===== src/rtl/proc_trace_pkg.sv =====
// Shared definitions for the processor commit-trace buffer.
//
// Contents:
//   filter_mode_e : selects which committed instructions get captured
//   DROP_W        : width of the saturating drop counter
//   entryWidth()  : packed trace-entry width from the individual field widths
package proc_trace_pkg;

  typedef enum logic [1:0] {
    FILT_ALL = 2'b00,
    FILT_REG = 2'b01,
    FILT_MEM = 2'b10,
    FILT_ANY = 2'b11
  } filter_mode_e;

  localparam int DROP_W = 16;

  // Entry layout is {pc, inst, reg_en, reg_add, reg_data, mem_en, mem_add, mem_data}.
  function automatic int entryWidth(input int pcW, input int instW, input int regEnW,
                                    input int raddrW, input int dataW, input int maddrW);
    return pcW + instW + regEnW + raddrW + dataW + 1 + maddrW + dataW;
  endfunction

endpackage


===== src/rtl/trace_fifo.sv =====
// Generic first-word-fall-through FIFO used as trace storage.
//
// Parameters:
//   WIDTH     : entry width
//   DEPTH     : number of entries, power of two, >= 2
//   OVERWRITE : 0 = a push into a full FIFO is refused,
//               1 = a push into a full FIFO replaces the oldest entry
// Ports:
//   clk, rst_n  : clock and asynchronous active-low reset
//   push_i      : write wdata_i this cycle
//   wdata_i     : entry to store
//   pop_i       : consume the head entry (ignored while empty)
//   rdata_o     : current head entry, combinational
//   count_o     : number of occupied entries
//   full_o      : count_o == DEPTH
//   empty_o     : count_o == 0
//   overflow_o  : push into a full FIFO without a same-cycle pop (refused or overwrote)
module trace_fifo #(
  parameter int WIDTH = 65,
  parameter int DEPTH = 8,
  parameter bit OVERWRITE = 1'b0,
  localparam int PTR_W = $clog2(DEPTH),
  localparam int CNT_W = $clog2(DEPTH + 1)
) (
  input  logic             clk,
  input  logic             rst_n,
  input  logic             push_i,
  input  logic [WIDTH-1:0] wdata_i,
  input  logic             pop_i,
  output logic [WIDTH-1:0] rdata_o,
  output logic [CNT_W-1:0] count_o,
  output logic             full_o,
  output logic             empty_o,
  output logic             overflow_o
);

  logic [WIDTH-1:0] mem_q [DEPTH];
  logic [PTR_W-1:0] wrPtr_q, wrPtr_d;
  logic [PTR_W-1:0] rdPtr_q, rdPtr_d;
  logic [CNT_W-1:0] count_q, count_d;
  logic             doPop;
  logic             doWrite;
  logic             overwrite;

  assign full_o  = (count_q == CNT_W'(DEPTH));
  assign empty_o = (count_q == '0);
  assign count_o = count_q;
  assign rdata_o = mem_q[rdPtr_q];

  // A pop frees a slot in the same cycle, so a full FIFO still accepts a push
  // when it is being drained. When full, wrPtr equals rdPtr, so overwriting
  // writes on top of the oldest entry and the read pointer steps past it.
  assign doPop      = pop_i & ~empty_o;
  assign doWrite    = push_i & (~full_o | doPop | OVERWRITE);
  assign overwrite  = push_i & full_o & ~doPop & OVERWRITE;
  assign overflow_o = push_i & full_o & ~doPop;

  always_comb begin
    wrPtr_d = wrPtr_q;
    rdPtr_d = rdPtr_q;
    count_d = count_q;
    if (doWrite) begin
      wrPtr_d = wrPtr_q + 1'b1;
    end
    if (doPop | overwrite) begin
      rdPtr_d = rdPtr_q + 1'b1;
    end
    if (doWrite & ~doPop & ~overwrite) begin
      count_d = count_q + 1'b1;
    end else if (doPop & ~doWrite) begin
      count_d = count_q - 1'b1;
    end
  end

  always_ff @(posedge clk or negedge rst_n) begin
    if (!rst_n) begin
      wrPtr_q <= '0;
      rdPtr_q <= '0;
      count_q <= '0;
      for (int i = 0; i < DEPTH; i++) begin
        mem_q[i] <= '0;
      end
    end else begin
      wrPtr_q <= wrPtr_d;
      rdPtr_q <= rdPtr_d;
      count_q <= count_d;
      if (doWrite) begin
        mem_q[wrPtr_q] <= wdata_i;
      end
    end
  end

endmodule


===== src/rtl/proc_trace_buffer.sv =====
// Commit-trace capture buffer for the processor.
//
// Each committed instruction (PC, instruction word, register-file write and
// data-memory write) is optionally filtered, packed into one entry and stored
// in a DEPTH-entry FWFT FIFO that drains through a valid/ready port.
// Captures that cannot be stored (stop-on-full) or that displace the oldest
// entry (WRAP_MODE=1) are counted in a saturating drop counter.
// Reset release is expected to be synchronised to clk by the reset source.
//
// Ports:
//   clk, rst_n            : clock, asynchronous active-low reset
//   cap_en                : capture enable
//   filter_mode           : 00 all, 01 reg-write only, 10 mem-write only, 11 either
//   commit_valid          : one instruction commits this cycle
//   pc, inst_out          : committed PC and instruction word
//   reg_en/add/data       : register-file write of the commit
//   mem_en/add/data       : data-memory write of the commit
//   trc_valid/ready/entry : trace readout, head entry shown combinationally
//   count, full, empty    : occupancy
//   drop_clr, drop_cnt    : clear and value of the drop counter
module proc_trace_buffer
  import proc_trace_pkg::*;
#(
  parameter int PC_W      = 8,
  parameter int INST_W    = 16,
  parameter int DATA_W    = 16,
  parameter int REG_EN_W  = 2,
  parameter int RADDR_W   = 3,
  parameter int MADDR_W   = 3,
  parameter int DEPTH     = 8,
  parameter int WRAP_MODE = 0,
  localparam int ENTRY_W  = entryWidth(PC_W, INST_W, REG_EN_W, RADDR_W, DATA_W, MADDR_W),
  localparam int CNT_W    = $clog2(DEPTH + 1)
) (
  input  logic                clk,
  input  logic                rst_n,
  input  logic                cap_en,
  input  logic [1:0]          filter_mode,
  input  logic                commit_valid,
  input  logic [PC_W-1:0]     pc,
  input  logic [INST_W-1:0]   inst_out,
  input  logic [REG_EN_W-1:0] reg_en,
  input  logic [RADDR_W-1:0]  reg_add,
  input  logic [DATA_W-1:0]   reg_data,
  input  logic                mem_en,
  input  logic [MADDR_W-1:0]  mem_add,
  input  logic [DATA_W-1:0]   mem_data,
  output logic                trc_valid,
  input  logic                trc_ready,
  output logic [ENTRY_W-1:0]  trc_entry,
  output logic [CNT_W-1:0]    count,
  output logic                full,
  output logic                empty,
  input  logic                drop_clr,
  output logic [DROP_W-1:0]   drop_cnt
);

  logic               matchHit;
  logic               pushReq;
  logic               popReq;
  logic               overflow;
  logic [ENTRY_W-1:0] packedEntry;
  logic [DROP_W-1:0]  dropCnt_q, dropCnt_d;

  always_comb begin
    matchHit = 1'b0;
    case (filter_mode_e'(filter_mode))
      FILT_ALL: matchHit = 1'b1;
      FILT_REG: matchHit = |reg_en;
      FILT_MEM: matchHit = mem_en;
      FILT_ANY: matchHit = (|reg_en) | mem_en;
      default:  matchHit = 1'b0;
    endcase
  end

  assign pushReq     = cap_en & commit_valid & matchHit;
  assign popReq      = trc_valid & trc_ready;
  assign trc_valid   = ~empty;
  assign packedEntry = {pc, inst_out, reg_en, reg_add, reg_data, mem_en, mem_add, mem_data};

  trace_fifo #(
    .WIDTH     (ENTRY_W),
    .DEPTH     (DEPTH),
    .OVERWRITE (WRAP_MODE != 0)
  ) u_fifo (
    .clk        (clk),
    .rst_n      (rst_n),
    .push_i     (pushReq),
    .wdata_i    (packedEntry),
    .pop_i      (popReq),
    .rdata_o    (trc_entry),
    .count_o    (count),
    .full_o     (full),
    .empty_o    (empty),
    .overflow_o (overflow)
  );

  // Clear wins over a same-cycle drop; the counter sticks at all-ones.
  always_comb begin
    dropCnt_d = dropCnt_q;
    if (drop_clr) begin
      dropCnt_d = '0;
    end else if (overflow && (dropCnt_q != '1)) begin
      dropCnt_d = dropCnt_q + 1'b1;
    end
  end

  always_ff @(posedge clk or negedge rst_n) begin
    if (!rst_n) begin
      dropCnt_q <= '0;
    end else begin
      dropCnt_q <= dropCnt_d;
    end
  end

  assign drop_cnt = dropCnt_q;

endmodule


===== config.mk =====
export PLATFORM = sky130hd
export DESIGN_NAME = proc_trace_buffer
export DESIGN_NICKNAME = d
export VERILOG_FILES = /design/src/rtl/proc_trace_pkg.sv /design/src/rtl/trace_fifo.sv /design/src/rtl/proc_trace_buffer.sv
export SDC_FILE = /design/constraint.sdc
export NUM_CORES = 1
export LEC_CHECK = 0
export ABC_AREA = 1
export CAP_MARGIN = 20
export CORE_MARGIN = 2
export CORE_UTILIZATION = 41
export CTS_CLUSTER_SIZE = 28
export DETAILED_ROUTE_END_ITERATION = 8
export SLEW_MARGIN = 10
export SYNTH_ARGS = -nofsm -noshare
export SYNTH_HDL_FRONTEND = slang
export SYNTH_HIERARCHICAL = 1
export SYNTH_SLANG_ARGS = --single-unit

===== constraint.sdc =====
create_clock -name clk -period 3.6 [get_ports clk]
set_input_delay 0.72 -clock clk [delete_from_list [all_inputs] [get_ports clk]]
set_output_delay 0.72 -clock clk [all_outputs]
set_load 0.01 [all_outputs]

==> metrics.json, run 1 <==
{
  "worst_r2r_endpoint": "u_fifo/count_o[3]$_DFFE_PN0P_",
  "grt_start_max_net_pins": 208,
  "drt_wl_total_um": 95400,
  "maximum_clock_insertion_buffer_count": 3,
  "irDropWorstVdd_uv": 730,
  "grt_first_pass_wirelength_um": 150000,
  "drt_iter0_drc": 2907,
  "hold_viol": 0,
  "cts_inserted_buffers": 66,
  "grt_use_met3_pct": 4.51,
  "die_width_um": 267,
  "p_per_area_nw_per_um2": 905,
  "gp_routability_congestion": 0.773,
  "clock_tree_from_tritoncts": "built",
  "dr_total_vias": 26317,
  "number_of_input_and_output_port_buffers_inserted": 160,
  "drc": 0,
  "yosysTopAreaCell": "sky130_fd_sc_hd__dfrtp_1",
  "timing.final.max_slew_violations": 0,
  "synthesis.instances": 3843,
  "hpwl_um": 50100,
  "fp.dieArea_um2": 71400,
  "global_route.usage.met1_pct": 38.0,
  "rows": 96,
  "fmax_ghz": 0.285,
  "chipHeight_um": 267,
  "run_status": "finished clean",
  "postPlaceCellArea_um2": 30600,
  "syn-mean-instance-area_um2": 7.39,
  "number_of_setup_violations_in_the_final_report": 0,
  "cts.sink_count": 546,
  "route.antenna.remaining_nets": 0,
  "first_global_vias": 25247,
  "core_ar_um2": 68600,
  "async_reset_ff_share_pct": 100,
  "floorplan.initialDensity_pct": 41.4,
  "capture_point_of_the_critical_path": "trc_entry[54]",
  "placedCellCount": 4628,
  "wire_per_inst_um": 20.1,
  "worst_skew_pair.late_latency_ps": 600,
  "setup.reg_to_reg.worst_slack_ps": 860,
  "io-pin-count": 161,
  "final_cells": 4749,
  "grt_setup_unrepaired": "yes",
  "globalRouteOverflowTotal": 0,
  "synth-edff-count": 0,
  "max-cap-violations": 0,
  "timing.critical_path.arrival_ps": 2790,
  "final.period_utilization_pct": 97.6,
  "htree_num_levels": 3,
  "clockRootBuffer": "sky130_fd_sc_hd__clkbuf_16",
  "synthMostInstantiatedCell": "sky130_fd_sc_hd__nand2_1",
  "final_cell_area_um2": 32800,
  "critical_path.reg2reg.startpoint": "u_fifo/count_o[1]$_DFFE_PN0P_",
  "post_synth_num_cell_types": 32,
  "critical_path_maximum_fanout": 96,
  "setup-tns-final_ps": 0,
  "antenna_violations_before_repair": 5,
  "synthToLayoutAreaGrowth_pct": 15.5,
  "layout_min_cycle_time_ps": 3510,
  "timing.hold.worst.class": "input port to asynchronous set/reset pin",
  "post_syn_area_um2": 28400,
  "worstRegToRegCells": 15,
  "timing.max_slew.rel_slack_pct": 32.7,
  "worst_clock_skew_ps": 16.1,
  "worstSetupPathType": "flip-flop to output port",
  "yosysSeqAreaShare_pct": 48.1,
  "layout.filler_cells": 6884,
  "grtUsageMet2_pct": 41.3,
  "cp-startpoint": "u_fifo/rdPtr_q[0]$_DFFE_PN0P_",
  "number_of_detailed_route_iterations_in_the_first_pass": 8,
  "path_clk_slew_ps": 60,
  "total_routing_resource_utilization_after_global_routing_pct": 26.7,
  "worstSetupStartpointType": "flip-flop",
  "ys_dominant_reg_cell": "sky130_fd_sc_hd__dfrtp_1",
  "total_leakage_power_nw": 16.7,
  "synth.area.top_cells": "sky130_fd_sc_hd__dfrtp_1, sky130_fd_sc_hd__nand2_1, sky130_fd_sc_hd__nand4_1",
  "top_usage_layer": "met2",
  "critPathCaptureType": "output port",
  "postSynthRegisterBits": 546,
  "worst_ep_required_time_ps": 2880,
  "post_synth_most_frequent_cells": "sky130_fd_sc_hd__nand2_1, sky130_fd_sc_hd__dfrtp_1, sky130_fd_sc_hd__nand4_1, sky130_fd_sc_hd__nor2_1, sky130_fd_sc_hd__buf_2",
  "fin_worst_hold_slack_ps": 97.3,
  "synth_top_cell_area_share_pct": 48.1,
  "synthesis.nets": 3923,
  "final_net_count": 3847,
  "drt-vias-per-instance": 5.54,
  "post_route_cells_drive_above_1_share_pct": 5.87,
  "worst-slew-pin-transition_ps": 1010,
  "ys_warn_count": 6
}
-- flip-flops by register name, indices dropped and copies added, names as in the netlist --
register        flops
u_fifo/mem_q      520
drop_cnt           16
u_fifo/count_o      4
u_fifo/rdPtr_q      3
u_fifo/wrPtr_q      3
-- kinds of logic (layout without fill, tap and decap cells) --
| kind of cell | Yosys count | in the layout | synth area share, % |
|---|---|---|---|
| buffers and inverters | 430 | 402 | 7.38 |
| adder cells (fa/ha/maj) | 7 | 7 | 0.335 |
| other | 0 | 3 | 0 |
| XOR/XNOR | 11 | 11 | 0.339 |
| AND/OR/NAND/NOR | 2577 | 2577 | 39.0 |
| flip-flops | 546 | 546 | 48.1 |
| AO/OA/AOI/OAI | 272 | 272 | 4.82 |
-- stage by stage --
| stage | total power, mW | util [%] | worst slack [ps] |
|---|---|---|---|
| floorplan | 17.7 | - | 879 |
| global placement | 22.7 | 44.6 | 132 |
| detailed placement | 22.9 | 44.6 | 127 |
| CTS | 29.8 | 47.8 | 23.1 |
| global route | 31.9 | 47.8 | -39.0 |
| finish | 29.7 | 47.8 | 87.7 |
-- worst max-delay path, stage by stage (launching register included) --
cell,delay (ps)
sky130_fd_sc_hd__dfrtp_4,540
sky130_fd_sc_hd__buf_12,380
sky130_fd_sc_hd__nand2_1,90
sky130_fd_sc_hd__nand2_1,80
sky130_fd_sc_hd__nand2_1,50
sky130_fd_sc_hd__o21ai_1,100
sky130_fd_sc_hd__nand2_1,80
sky130_fd_sc_hd__nand2_1,180
sky130_fd_sc_hd__clkdlybuf4s50_1,580
-- report_power, final --
part           switching, mW  internal [mW]
logic                   8.21           4.58
registers               1.41           8.76
clock network           2.66           4.08
-- how the worst min path moves through the flow --
| stage | to | slack (ps) |
|---|---|---|
| detailed placement | u_fifo/mem_q[256]$_DFFE_PN0P_ | 450 |
| floorplan | drop_cnt[0]$_DFFE_PN0P_ | 420 |
| CTS | u_fifo/mem_q[273]$_DFFE_PN0P_ | 90 |
| finish | u_fifo/mem_q[403]$_DFFE_PN0P_ | 100 |
| global route | u_fifo/mem_q[335]$_DFFE_PN0P_ | 100 |
| global placement | u_fifo/mem_q[221]$_DFFE_PN0P_ | 450 |
-- routing by layer --
metal | vias to the layer above | part of all wire (%) | routed length [um]
met4 | 4 | 2.2 | 2120
li1 | 12444 | - | -
met3 | 150 | 6.7 | 6390
met5 | - | 0.024 | 23
met1 | 12813 | 45 | 43100
met2 | 906 | 46 | 43800
-- area by class of cell --
cell class / instances / area, um^2 / share of cell area [%]
clock buffers: 113 / 2140 / 6.51
repair buffers: 252 / 2830 / 8.61
diodes: 3 / 7.51 / 0.0229
inverters: 34 / 148 / 0.450
flip-flops and latches: 546 / 13700 / 41.7
multi-input cells: 2867 / 12800 / 39.0
clock inverters: 3 / 40.0 / 0.122
well taps: 931 / 1160 / 3.55
-- cells in the final DEF (no fill, tap or decap), types with 2 or more instances in the layout --
cell                              netlist  final
sky130_fd_sc_hd__clkinv_2               0      3
sky130_fd_sc_hd__nand2_2                3      3
sky130_fd_sc_hd__buf_12                 0     40
sky130_fd_sc_hd__nor2_4                 3     11
sky130_fd_sc_hd__nand2_1             1659   1659
sky130_fd_sc_hd__nor2_2                 6      5
sky130_fd_sc_hd__nand3_4                0      8
sky130_fd_sc_hd__a21oi_1                3      3
sky130_fd_sc_hd__buf_6                 10      2
sky130_fd_sc_hd__dfrtp_1              546    543
sky130_fd_sc_hd__clkbuf_1              60     24
sky130_fd_sc_hd__nand3_1               20     13
sky130_fd_sc_hd__xnor2_1                5      5
sky130_fd_sc_hd__o21ai_0              208    207
sky130_fd_sc_hd__nand4_1              523    523
sky130_fd_sc_hd__inv_1                 31     29
sky130_fd_sc_hd__nor2_1               356    349
sky130_fd_sc_hd__inv_2                  2      2
sky130_fd_sc_hd__clkdlybuf4s50_1        0    159
sky130_fd_sc_hd__buf_4                  4     49
sky130_fd_sc_hd__xor2_1                 6      6
sky130_fd_sc_hd__diode_2                0      3
sky130_fd_sc_hd__clkbuf_8               0     16
sky130_fd_sc_hd__dfrtp_4                0      3
sky130_fd_sc_hd__o21ai_1               59     60
sky130_fd_sc_hd__clkbuf_16              0     73
sky130_fd_sc_hd__ha_1                   6      6
-- timing repair --
item                                    4_1_cts  5_1_grt
endpoints found under the setup margin       23       19
hold buffers                                  0        0
setup buffers                                 1        1
gates cloned                                  0        0
resized for setup                             1        4
Note: power is estimated with default switching activity, not from simulation.
==> run 2: changes to the inputs <==
--- a/config.mk
+++ b/config.mk
@@ -11,8 +11,6 @@
 export CORE_UTILIZATION = 41
 export CTS_CLUSTER_SIZE = 28
 export DETAILED_ROUTE_END_ITERATION = 8
-export SLEW_MARGIN = 10
 export SYNTH_ARGS = -nofsm -noshare
 export SYNTH_HDL_FRONTEND = slang
-export SYNTH_HIERARCHICAL = 1
 export SYNTH_SLANG_ARGS = --single-unit
==> metrics.json, run 2 <==
{
  "maximum_clock_insertion_buffer_count": 3,
  "final_common_cell": "sky130_fd_sc_hd__nand2_1",
  "final_cells": 3903,
  "fmax_ghz": 0.285,
  "route.antenna.remaining_nets": 0,
  "worst_ep_required_time_ps": 2880,
  "timing.hold.worst.class": "input port to asynchronous set/reset pin",
  "layout_min_cycle_time_ps": 3510,
  "die_width_um": 251,
  "cp_slowest_stage_delay_ps": 540,
  "gp_routability_congestion": 0.799,
  "hold_viol": 0,
  "clockRootBuffer": "sky130_fd_sc_hd__clkbuf_16",
  "yosysTopAreaCell": "sky130_fd_sc_hd__dfrtp_1",
  "synthesis.instances": 2988,
  "synth.area.top_cells": "sky130_fd_sc_hd__dfrtp_1, sky130_fd_sc_hd__o21ai_0, sky130_fd_sc_hd__nand2_1",
  "timing.critical_path.arrival_ps": 2790,
  "final_net_count": 3155,
  "synthesis.nets": 3068,
  "rows": 90,
  "worstSetupStartpointType": "flip-flop",
  "first_global_vias": 20509,
  "number_of_setup_violations_in_the_final_report": 0,
  "drt_iter0_drc": 2020,
  "synthMostInstantiatedCell": "sky130_fd_sc_hd__nand2_1",
  "cts.sink_count": 546,
  "critical_path_maximum_fanout": 26,
  "cp_buf_inv_count": 5,
  "clock_power_share_pct": 21.6,
  "ys_dominant_reg_cell": "sky130_fd_sc_hd__dfrtp_1",
  "irDropWorstVdd_uv": 576,
  "dr_total_vias": 20903,
  "fp.dieArea_um2": 62900,
  "critical-path-top-delay-family": "buffers and inverters",
  "total_routing_resource_utilization_after_global_routing_pct": 22.7,
  "power.combinational.fraction_pct": 41.9,
  "worst-slew-pin-transition_ps": 914,
  "globalRouteOverflowTotal": 0,
  "core_ar_um2": 60200,
  "max-cap-violations": 0,
  "setup-tns-final_ps": 0,
  "timing.max_slew.rel_slack_pct": 39.0,
  "post_syn_area_um2": 25000,
  "postPlaceCellArea_um2": 27200,
  "cts_inserted_buffers": 57,
  "power.switching_fraction_pct": 38.1,
  "layout_setup_ws_ps": 93.9,
  "drc": 0,
  "placedCellCount": 3784,
  "antenna_violations_before_repair": 0,
  "largest_register_ffs": 520,
  "yosysSeqAreaShare_pct": 54.7,
  "async_reset_ff_share_pct": 100,
  "synth_top_cell_area_share_pct": 54.7,
  "critPathCaptureType": "output port",
  "worstSetupPathType": "flip-flop to output port",
  "number_of_detailed_route_iterations_in_the_first_pass": 6,
  "final.period_utilization_pct": 97.4,
  "postSynthRegisterBits": 546,
  "floorplan.initialDensity_pct": 41.4,
  "p_switching_mw": 10.7,
  "timing.final.max_slew_violations": 0,
  "drt-vias-per-instance": 5.36,
  "htree_num_levels": 2,
  "final_cell_area_um2": 29600,
  "worst_path_most_repeated_cell": "sky130_fd_sc_hd__buf_4",
  "worst_clock_skew_ps": 31.0,
  "path_clk_slew_ps": 60,
  "critical_path.slowest_cell": "sky130_fd_sc_hd__clkdlybuf4s50_1",
  "run_status": "finished clean",
  "internal_power_mw": 17.4,
  "utilization_pct": 49.1,
  "ordered_cell_list_for_the_critical_path": "buf_4 > inv_12 > buf_16 > nor2_1 > o21ai_1 > a21oi_1 > a31oi_1 > buf_4 > clkdlybuf4s50_1",
  "p_per_area_nw_per_um2": 952,
  "layout.cells.most_common_list": "sky130_fd_sc_hd__nand2_1, sky130_fd_sc_hd__o21ai_0, sky130_fd_sc_hd__dfrtp_1",
  "hpwl_um": 39100,
  "wire_per_inst_um": 18.2,
  "grt_first_pass_wirelength_um": 114000,
  "clock_tree_from_tritoncts": "built",
  "number_of_input_and_output_port_buffers_inserted": 160,
  "synthToLayoutAreaGrowth_pct": 18.5,
  "grt_start_max_net_pins": 131,
  "critical_path_cell_count": 9,
  "regMostFlops": "u_fifo.mem_q",
  "p_seq_share_pct": 36.5,
  "post_synth_most_frequent_cells": "sky130_fd_sc_hd__nand2_1, sky130_fd_sc_hd__o21ai_0, sky130_fd_sc_hd__dfrtp_1, sky130_fd_sc_hd__nor2_1, sky130_fd_sc_hd__o21ai_1",
  "grt_setup_unrepaired": "yes",
  "io-pin-count": 161,
  "worst_skew_pair.late_latency_ps": 620,
  "ys_warn_count": 0,
  "drt_wl_total_um": 71100,
  "cts_hold_repair_buffers": 0,
  "syn-mean-instance-area_um2": 8.35,
  "post_route_cells_drive_above_1_share_pct": 7.91,
  "total_leakage_power_nw": 13.9,
  "post_synth_num_cell_types": 31,
  "chipHeight_um": 251,
  "dp_worst_setup_slack_ps": 419,
  "worstRegToRegCells": 12,
  "layout.filler_cells": 5659,
  "synth-edff-count": 0,
  "antenna-diode-count": 0
}
==> run 2: cell count changes in the layout (fill, tap and decap cells not counted), moves of 59 or more <==
cell / change
sky130_fd_sc_hd__inv_1: +59
sky130_fd_sc_hd__o21ai_0: +400
sky130_fd_sc_hd__a21oi_1: +65
sky130_fd_sc_hd__o21ai_1: +90
sky130_fd_sc_hd__nand4_1: -519
sky130_fd_sc_hd__nand2_1: -885
==> run 2: worst register-to-register path, cell delays in order, from the launching register on <==
cell and delay [ps]:
sky130_fd_sc_hd__dfrtp_1 470, sky130_fd_sc_hd__nor2_2 180, sky130_fd_sc_hd__nand3_1 250, sky130_fd_sc_hd__nand2_1 230, sky130_fd_sc_hd__ha_1 170, sky130_fd_sc_hd__inv_1 60
sky130_fd_sc_hd__ha_1 310, sky130_fd_sc_hd__a21oi_1 140, sky130_fd_sc_hd__nand2_1 90, sky130_fd_sc_hd__a21oi_1 180, sky130_fd_sc_hd__o21ai_0 120, sky130_fd_sc_hd__nand2_1 70
sky130_fd_sc_hd__nand2_1 50
==> run 2: cells by family after synthesis <==
kind of cell             synth area share [%]
AND/OR/NAND/NOR                          18.5
AO/OA/AOI/OAI                            19.2
flip-flops                               54.7
buffers and inverters                    6.66
XOR/XNOR                                0.456
adder cells (fa/ha/maj)                 0.381
multiplexers                           0.0451
==> run 2: stage by stage <==
stage / hold slack [ps] / power, mW
2_1_floorplan: 424 / 16.8
3_3_place_gp: 458 / 21.2
3_5_place_dp: 462 / 21.5
4_1_cts: 26.4 / 28.3
5_1_grt: 43.5 / 30.3
6_report: 36.7 / 28.2
==> run 2: metal layers <==
layer	up-vias	GRT usage [%]	wire (um)
met2	572	37.4	33900
met1	10235	31.1	32100
met5	-	0	0
li1	10009	-	-
met4	0	5.83	1300
met3	87	3.73	3840
==> run 2: what timing repair did <==
action / in CTS / in global routing
cloned: 5 / 0
resized for setup: 16 / 30
endpoints found under the setup margin: 39 / 40
setup buffers: 7 / 2
==> run 2: power by group through the flow <==
| stage | Clock (mW) | Combinational (mW) | Sequential [mW] |
|---|---|---|---|
| floorplan | 0 | 6.90 | 9.94 |
| global placement | 0 | 11.0 | 10.2 |
| detailed placement | 0 | 11.2 | 10.4 |
| CTS | 6.23 | 11.8 | 10.3 |
| global route | 6.52 | 13.2 | 10.6 |
| finish | 6.09 | 11.8 | 10.3 |
==> run 2: final cells by class <==
class,instances,area (um^2),share of cell area (%)
clock inverters,29,345,1.17
multi-input cells,2134,9760,33.0
flip-flops and latches,546,13700,46.2
repair inverters,1,8.76,0.0296
well taps,782,978,3.31
clock buffers,76,1590,5.37
repair buffers,244,2850,9.65
inverters,91,357,1.21
==> run 2: final timing paths <==
| check | start | slack, ps | end |
|---|---|---|---|
| worst max-delay path | u_fifo.rdPtr_q[0]$_DFFE_PN0N_ | 90 | trc_entry[32] |
| worst min-delay path | rst_n | 40 | u_fifo.mem_q[405]$_DFFE_PN0P_ |
| worst max register to register | u_fifo.count_o[0]$_DFFE_PN0P_ | 1170 | u_fifo.count_o[3]$_DFFE_PN0P_ |
| worst min register to register | u_fifo.mem_q[305]$_DFFE_PN0P_ | 470 | u_fifo.mem_q[305]$_DFFE_PN0P_ |
| max in group asynchronous | rst_n | 2440 | u_fifo.mem_q[397]$_DFFE_PN0P_ |
| min in group clk | u_fifo.mem_q[305]$_DFFE_PN0P_ | 470 | u_fifo.mem_q[305]$_DFFE_PN0P_ |
